## config.mk

```make
export PLATFORM = sky130hd
export DESIGN_NAME = seq_detect_prog
export DESIGN_NICKNAME = d
export VERILOG_FILES = /design/src/rtl/seq_detect_prog.sv
export SDC_FILE = /design/constraint.sdc
export NUM_CORES = 1
export LEC_CHECK = 0
export BUFFER_PORTS_ARGS = -buffer_cell sky130_fd_sc_hd__buf_4
export CAP_MARGIN = 15
export CORE_MARGIN = 4
export CORE_UTILIZATION = 55
export CTS_CLUSTER_DIAMETER = 30
export DETAILED_ROUTE_END_ITERATION = 8
export PLACE_DENSITY_LB_ADDON = 0.1
export SLEW_MARGIN = 10
export SYNTH_ARGS = -nofsm -noshare
export SYNTH_HDL_FRONTEND = slang
export SYNTH_SLANG_ARGS = --single-unit
```

## constraint.sdc

```tcl
create_clock -name clk -period 6.7 [get_ports clk]
set_clock_uncertainty 0.15 [all_clocks]
set_input_delay 1.34 -clock clk [delete_from_list [all_inputs] [get_ports clk]]
set_output_delay 1.34 -clock clk [all_outputs]
set_load 0.005 [all_outputs]
```

## src/rtl/seq_detect_prog.sv

```systemverilog
// -----------------------------------------------------------------------------
// seq_detect_prog
// Runtime-programmable serial pattern detector. It watches a qualified 1-bit
// stream and pulses flag when the last len valid bits equal the programmed
// pattern. It supports overlapping and non-overlapping detection and keeps a
// saturating count of matches.
//
// Ports
//   clk, rst_n             clock (rising edge), asynchronous active-low reset
//   clr                    sync clear of history, flag, match_cnt, cnt_ovf
//   cfg_we                 load cfg_pattern / cfg_len / cfg_mode this cycle
//   cfg_pattern [MAX_LEN]  bit[len-1] = first bit received, bit[0] = last
//   cfg_len     [LEN_W]    pattern length, legal 1..MAX_LEN
//   cfg_mode               0 = overlapping, 1 = non-overlapping
//   cfg_err                1-cycle pulse: a cfg_we with an illegal length was dropped
//   data_valid, data_in    serial bit and its qualifier
//   flag                   registered 1-cycle match pulse
//   match_cnt   [CNT_W]    saturating match count
//   cnt_ovf                sticky: a match arrived while match_cnt was all-ones
//
// Handshake: data_valid is a pure qualifier with no back-pressure. A bit is
// consumed on every rising edge where data_valid=1 and neither clr nor cfg_we
// is high. The per-cycle priority is clr > cfg_we > data_valid.
// -----------------------------------------------------------------------------
module seq_detect_prog #(
  parameter int               MAX_LEN     = 16,
  parameter int               LEN_W       = 5,
  parameter int               CNT_W       = 8,
  parameter logic [MAX_LEN-1:0] RST_PATTERN = 16'h0029,
  parameter int               RST_LEN     = 6,
  parameter logic             RST_MODE    = 1'b0
) (
  input  logic               clk,
  input  logic               rst_n,
  input  logic               clr,
  input  logic               cfg_we,
  input  logic [MAX_LEN-1:0] cfg_pattern,
  input  logic [LEN_W-1:0]   cfg_len,
  input  logic               cfg_mode,
  output logic               cfg_err,
  input  logic               data_valid,
  input  logic               data_in,
  output logic               flag,
  output logic [CNT_W-1:0]   match_cnt,
  output logic               cnt_ovf
);

  logic [MAX_LEN-1:0] pattern_q;
  logic [LEN_W-1:0]   len_q;
  logic               mode_q;
  logic [MAX_LEN-1:0] hist_q;
  logic [LEN_W-1:0]   fill_q;

  logic [MAX_LEN-1:0] mask;
  logic [MAX_LEN-1:0] cand;
  logic [LEN_W-1:0]   fill_n;
  logic               match;
  logic               cfg_ok;

  localparam logic [LEN_W-1:0] MAX_LEN_V = LEN_W'(MAX_LEN);
  localparam logic [CNT_W-1:0] CNT_MAX   = '1;

  always_comb begin
    mask   = '0;
    for (int i = 0; i < MAX_LEN; i++) begin
      mask[i] = (i < int'(len_q));
    end
    cand   = {hist_q[MAX_LEN-2:0], data_in};
    // fill saturates at MAX_LEN so a long stream never wraps the counter
    fill_n = (fill_q == MAX_LEN_V) ? MAX_LEN_V : fill_q + 1'b1;
    // a window only counts once enough fresh bits are held to cover it
    match  = (fill_n >= len_q) && (((cand ^ pattern_q) & mask) == '0);
    cfg_ok = (cfg_len != '0) && (cfg_len <= MAX_LEN_V);
  end

  always_ff @(posedge clk or negedge rst_n) begin
    if (!rst_n) begin
      pattern_q <= RST_PATTERN;
      len_q     <= LEN_W'(RST_LEN);
      mode_q    <= RST_MODE;
      hist_q    <= '0;
      fill_q    <= '0;
      flag      <= 1'b0;
      cfg_err   <= 1'b0;
      match_cnt <= '0;
      cnt_ovf   <= 1'b0;
    end else begin
      flag    <= 1'b0;
      cfg_err <= 1'b0;
      if (clr) begin
        hist_q    <= '0;
        fill_q    <= '0;
        match_cnt <= '0;
        cnt_ovf   <= 1'b0;
      end else if (cfg_we) begin
        if (cfg_ok) begin
          pattern_q <= cfg_pattern;
          len_q     <= cfg_len;
          mode_q    <= cfg_mode;
          hist_q    <= '0;
          fill_q    <= '0;
        end else begin
          cfg_err <= 1'b1;
        end
      end else if (data_valid) begin
        hist_q <= cand;
        // non-overlap mode retires the whole matched window by emptying fill
        fill_q <= (mode_q && match) ? '0 : fill_n;
        flag   <= match;
        if (match) begin
          if (match_cnt == CNT_MAX) cnt_ovf <= 1'b1;
          else                      match_cnt <= match_cnt + 1'b1;
        end
      end
    end
  end

endmodule
```

==> flow_summary.rst <==
.. list-table::
   :header-rows: 1

   * - Metric
     - Value
   * - Status
     - complete, no violations
   * - Vias
     - between 1.5k and 2k
   * - Worst-path cell with the longest stage delay
     - nand3b_1
   * - Layout area overhead
     - 15.5%
   * - Type of element capturing the critical path
     - flop
   * - Total power
     - between 0.7 and 0.8 mW
   * - Synthesized cell area
     - ~2700 um2
   * - Routability cong.
     - 0.791
   * - Startpoint of the worst hold path
     - cnt_ovf
   * - Dominant register cell in the synthesized netlist
     - dfrtp_1
   * - Worst setup path category
     - in2reg
   * - Sequential area share after synthesis
     - a little under 50%
   * - Peak clock frequency supported by timing
     - between 200 and 300 MHz
   * - Buffers and inverters on the worst path
     - 1
   * - Worst-margin pin slew
     - about 1.1 ns
   * - Drt wl/cell
     - ~16 um
   * - Most common library cell in the layout ignoring fill and taps
     - dfrtp_1
   * - Antenna diode count
     - 0
   * - Share of the synthesized area in the top cell type
     - a little over two fifths
   * - Critical Path Max Stage Delay
     - approximately 0.79 ns
   * - Startpoint types
     - primary input
   * - Period Utilization, post-route
     - between 50% and 60%
   * - Simple logic cell fraction of the synthesized area
     - 12.2%
   * - Number of buffers added by the clock tree synthesis step
     - 5
   * - Number of global-route vias before repair
     - a little under 2k
   * - Longest Clk Path Bufs
     - 2
   * - Grt ovf
     - 0
   * - First-pass GRT wire length
     - around 9.3 mm
   * - Number of cells on the worst hold path
     - 2
   * - TritonCTS clock tree
     - done
   * - Startpoint of the worst-slack reg-to-reg timing path
     - fill_q[0]
   * - Io pins
     - 39
   * - Main combinational cell family by area after synthesis
     - compound AO/OA/AOI/OAI gates
   * - Kind of cell adding the most delay to the critical path
     - simple AND/OR/NAND/NOR gates
   * - Sink Count
     - between 50 and 60
   * - Remaining antenna violation count
     - 0
   * - Worst hold slack
     - around 0.37 ns
   * - Maximum capacitance violations
     - 0
   * - Adder and majority cell fraction of the synthesized area
     - ~3.7%
   * - Area share of xor/xnor cells in the synthesized design
     - under 10%
   * - Synthesized area per cell
     - approximately 11 um2
   * - Row cnt
     - 25
   * - Min Clock Period, post-route
     - 3.37 ns
   * - Share of final-layout standard cells stronger than drive strength 1
     - slightly below 30%
   * - Worst reg2reg endpoint
     - fill_q[2]
   * - Net count after synthesis
     - roughly 280
   * - Final Max Tran Viols
     - 0
   * - Cell breakdown of the critical path
     - buf_4 -> nor4_1 -> xnor2_1 -> nand3b_1 -> mux2_2
   * - Final sum of negative setup slack
     - 0 ns
   * - Worst Reg-to-Reg Cells
     - 13
   * - Initial antenna violation count
     - 0
   * - Setup repair after global routing missed its margin
     - no
   * - Crit path arrival time
     - ~3.4 ns
   * - Post-synthesis cell count
     - about 240
   * - Highest net fanout along the worst path
     - 22
   * - Post-CTS Hold Fix Bufs
     - 0
   * - Initial Utilization
     - a little under three fifths
   * - Type of the most critical hold path
     - reg2reg
   * - Die area
     - roughly 6000 um2
   * - Standard cell core area
     - roughly 4800 um2
   * - Proportion of synthesized flip-flops having asynchronous set or reset
     - 100%
   * - Number of enable-type register cells in the synthesized netlist
     - 0
   * - Largest net degree at the start of global routing
     - 54
   * - Multiplexer share of the synthesized area
     - 11.1%
   * - Compound-cell area share of the yosys netlist
     - 14.0%
   * - Port buffer count
     - 38
   * - Register-to-register path setup slack
     - 3.54 ns
   * - Clock latency at the later pin of the worst-skew pair
     - around 0.30 ns
   * - Yosys synthesis warning count
     - 0
   * - Detailed placer's ending HPWL
     - between 3 and 4 mm
   * - Required @ worst endpoint
     - a little under 7 ns
   * - Cell total after placement
     - 336
   * - Overall routed net length
     - about 5.5 mm
   * - Reg clk slew, reported paths
     - roughly 0.090 ns
   * - Number of cells in the finished layout apart from fillers
     - between 300 and 400
   * - Via/cell ratio
     - roughly 5.7
   * - Die span in x
     - 78.6 um
   * - Pwr Density
     - 234 nW/um2
   * - GR Util All Layers
     - between 10% and 20%
   * - Final setup violating endpoints
     - 0
   * - Most area-consuming cells after synthesis
     - dfrtp_1 (44%), mux2_2 (11%), xnor2_1 (6.1%), a22o_1 (5.1%), dfstp_2 (4.8%)
   * - Number of levels in the clock H-tree
     - 2
   * - Post-synth top area cell
     - dfrtp_1
   * - Cell at the root of the clock tree
     - clkbuf_8
   * - Commonest cells after routing, fill and taps aside
     - dfrtp_1 (48), buf_4 (40), mux2_2 (27)
   * - First DRT Iteration DRCs
     - around 130
   * - Worst relative slew slack
     - between 20 and 30%
   * - Final Hold Fails
     - 0
   * - Die boundary height
     - about 79 um
   * - Number of design rule violations left after detail routing
     - 0
   * - Peak supply drop
     - between 0.15 and 0.2 mV
   * - Layout Nets
     - about 310
   * - Cell variety after synth
     - 39
   * - TritonRoute pass-1 iters
     - 4
   * - Post-CTS Setup Bufs
     - 0
   * - Number of instances resized during post-cts repair
     - 0
   * - Worst Hold Endpoint
     - cnt_ovf
   * - Leak
     - 1.39 nW
   * - Post-synthesis sequential element count
     - 53
-- synth_stat cells, types with 3 or more instances --
| library cell | count |
|---|---|
| clkbuf_1 | 7 |
| dfstp_2 | 5 |
| a32o_1 | 5 |
| xnor2_1 | 19 |
| nand3_1 | 10 |
| o31ai_1 | 3 |
| dfrtp_1 | 48 |
| mux2_2 | 27 |
| nor2_1 | 8 |
| nand2_1 | 6 |
| a211oi_1 | 3 |
| o21ai_0 | 4 |
| or4_1 | 4 |
| a22o_1 | 16 |
| nor4_1 | 7 |
| ha_1 | 8 |
| inv_1 | 13 |
| o22ai_1 | 3 |
| nor2b_1 | 6 |
| buf_2 | 3 |
| a21oi_1 | 12 |
| nor3_1 | 3 |
-- routing by layer --
layer / track usage (%) / wire (um) / vias to the layer above
li1: - / - / 953
met1: 23.8 / 2400 / 947
met2: 32.7 / 2720 / 44
met3: 4.82 / 285 / 10
met4: 6.47 / 64 / 0
met5: 0 / 0 / -
-- cell families after synthesis --
logic type | Yosys count
and+or+nand+nor | 57
DFF | 53
AOI/OAI and AO/OA | 52
buffers and inverters | 27
muxes | 27
xor gates and xnor gates | 19
adders and majority gates | 8
-- power by group --
part           internal, mW  switching, mW  total [mW]  leakage, nW
clock                 0.111          0.103       0.214       0.0552
combinational        0.0723         0.0634       0.136        0.646
sequential            0.354         0.0373       0.392        0.685
-- cell type report --
class / count / area, um2
Fill cell: 420 / 1620
Inverter: 13 / 48.8
Sequential cell: 53 / 1330
Clock buffer: 6 / 72.6
Tap cell: 67 / 83.8
Timing Repair Buffer: 40 / 300
Clock inverter: 2 / 35.0
Multi-Input combinational cell: 163 / 1290
-- per-stage QoR --
| stage | setup slack (ns) | cell area (um2) | utilization, % |
|---|---|---|---|
| after floorplan | 3.32 | 2740 | - |
| after global placement | 3.01 | 3060 | 63.9 |
| after detailed placement | 2.97 | 3060 | 63.9 |
| after CTS | 3.30 | 3160 | 66.1 |
| after global routing | 3.20 | 3160 | 66.1 |
| final | 3.33 | 3160 | 66.1 |
-- worst register-to-register path, cell delays in order (launching register included) --
cell and delay, ns:
dfrtp_1 0.42, inv_1 0.06, ha_1 0.19, nand2_1 0.07, nor3_1 0.05, nor2_1 0.15, inv_1 0.07, ha_1 0.26
nand2b_1 0.10, nand3_1 0.08, a21oi_1 0.13, o221ai_1 0.46, or3_1 0.58, a32o_1 0.30
-- registers in the layout (all words and copies together), names as in the netlist --
register	cells
fill_q	5
mode_q	1
len_q	5
match_cnt	8
cnt_ovf	1
flag	1
cfg_err	1
hist_q	15
pattern_q	16
-- how the worst max path moves through the flow --
| stage | depth (start not counted) | endpoint | start | slack, ns |
|---|---|---|---|---|
| finish | 5 | pattern_q[12] | cfg_len[1] | 3.33 |
| global route | 5 | pattern_q[12] | cfg_len[1] | 3.20 |
| CTS | 5 | pattern_q[12] | cfg_len[1] | 3.30 |
| detailed placement | 5 | pattern_q[12] | cfg_len[1] | 2.97 |
| global placement | 5 | pattern_q[4] | cfg_len[1] | 3.01 |
| floorplan | 7 | match_cnt[3] | data_in | 3.32 |
No activity file was read; power rests on OpenSTA's default activity.
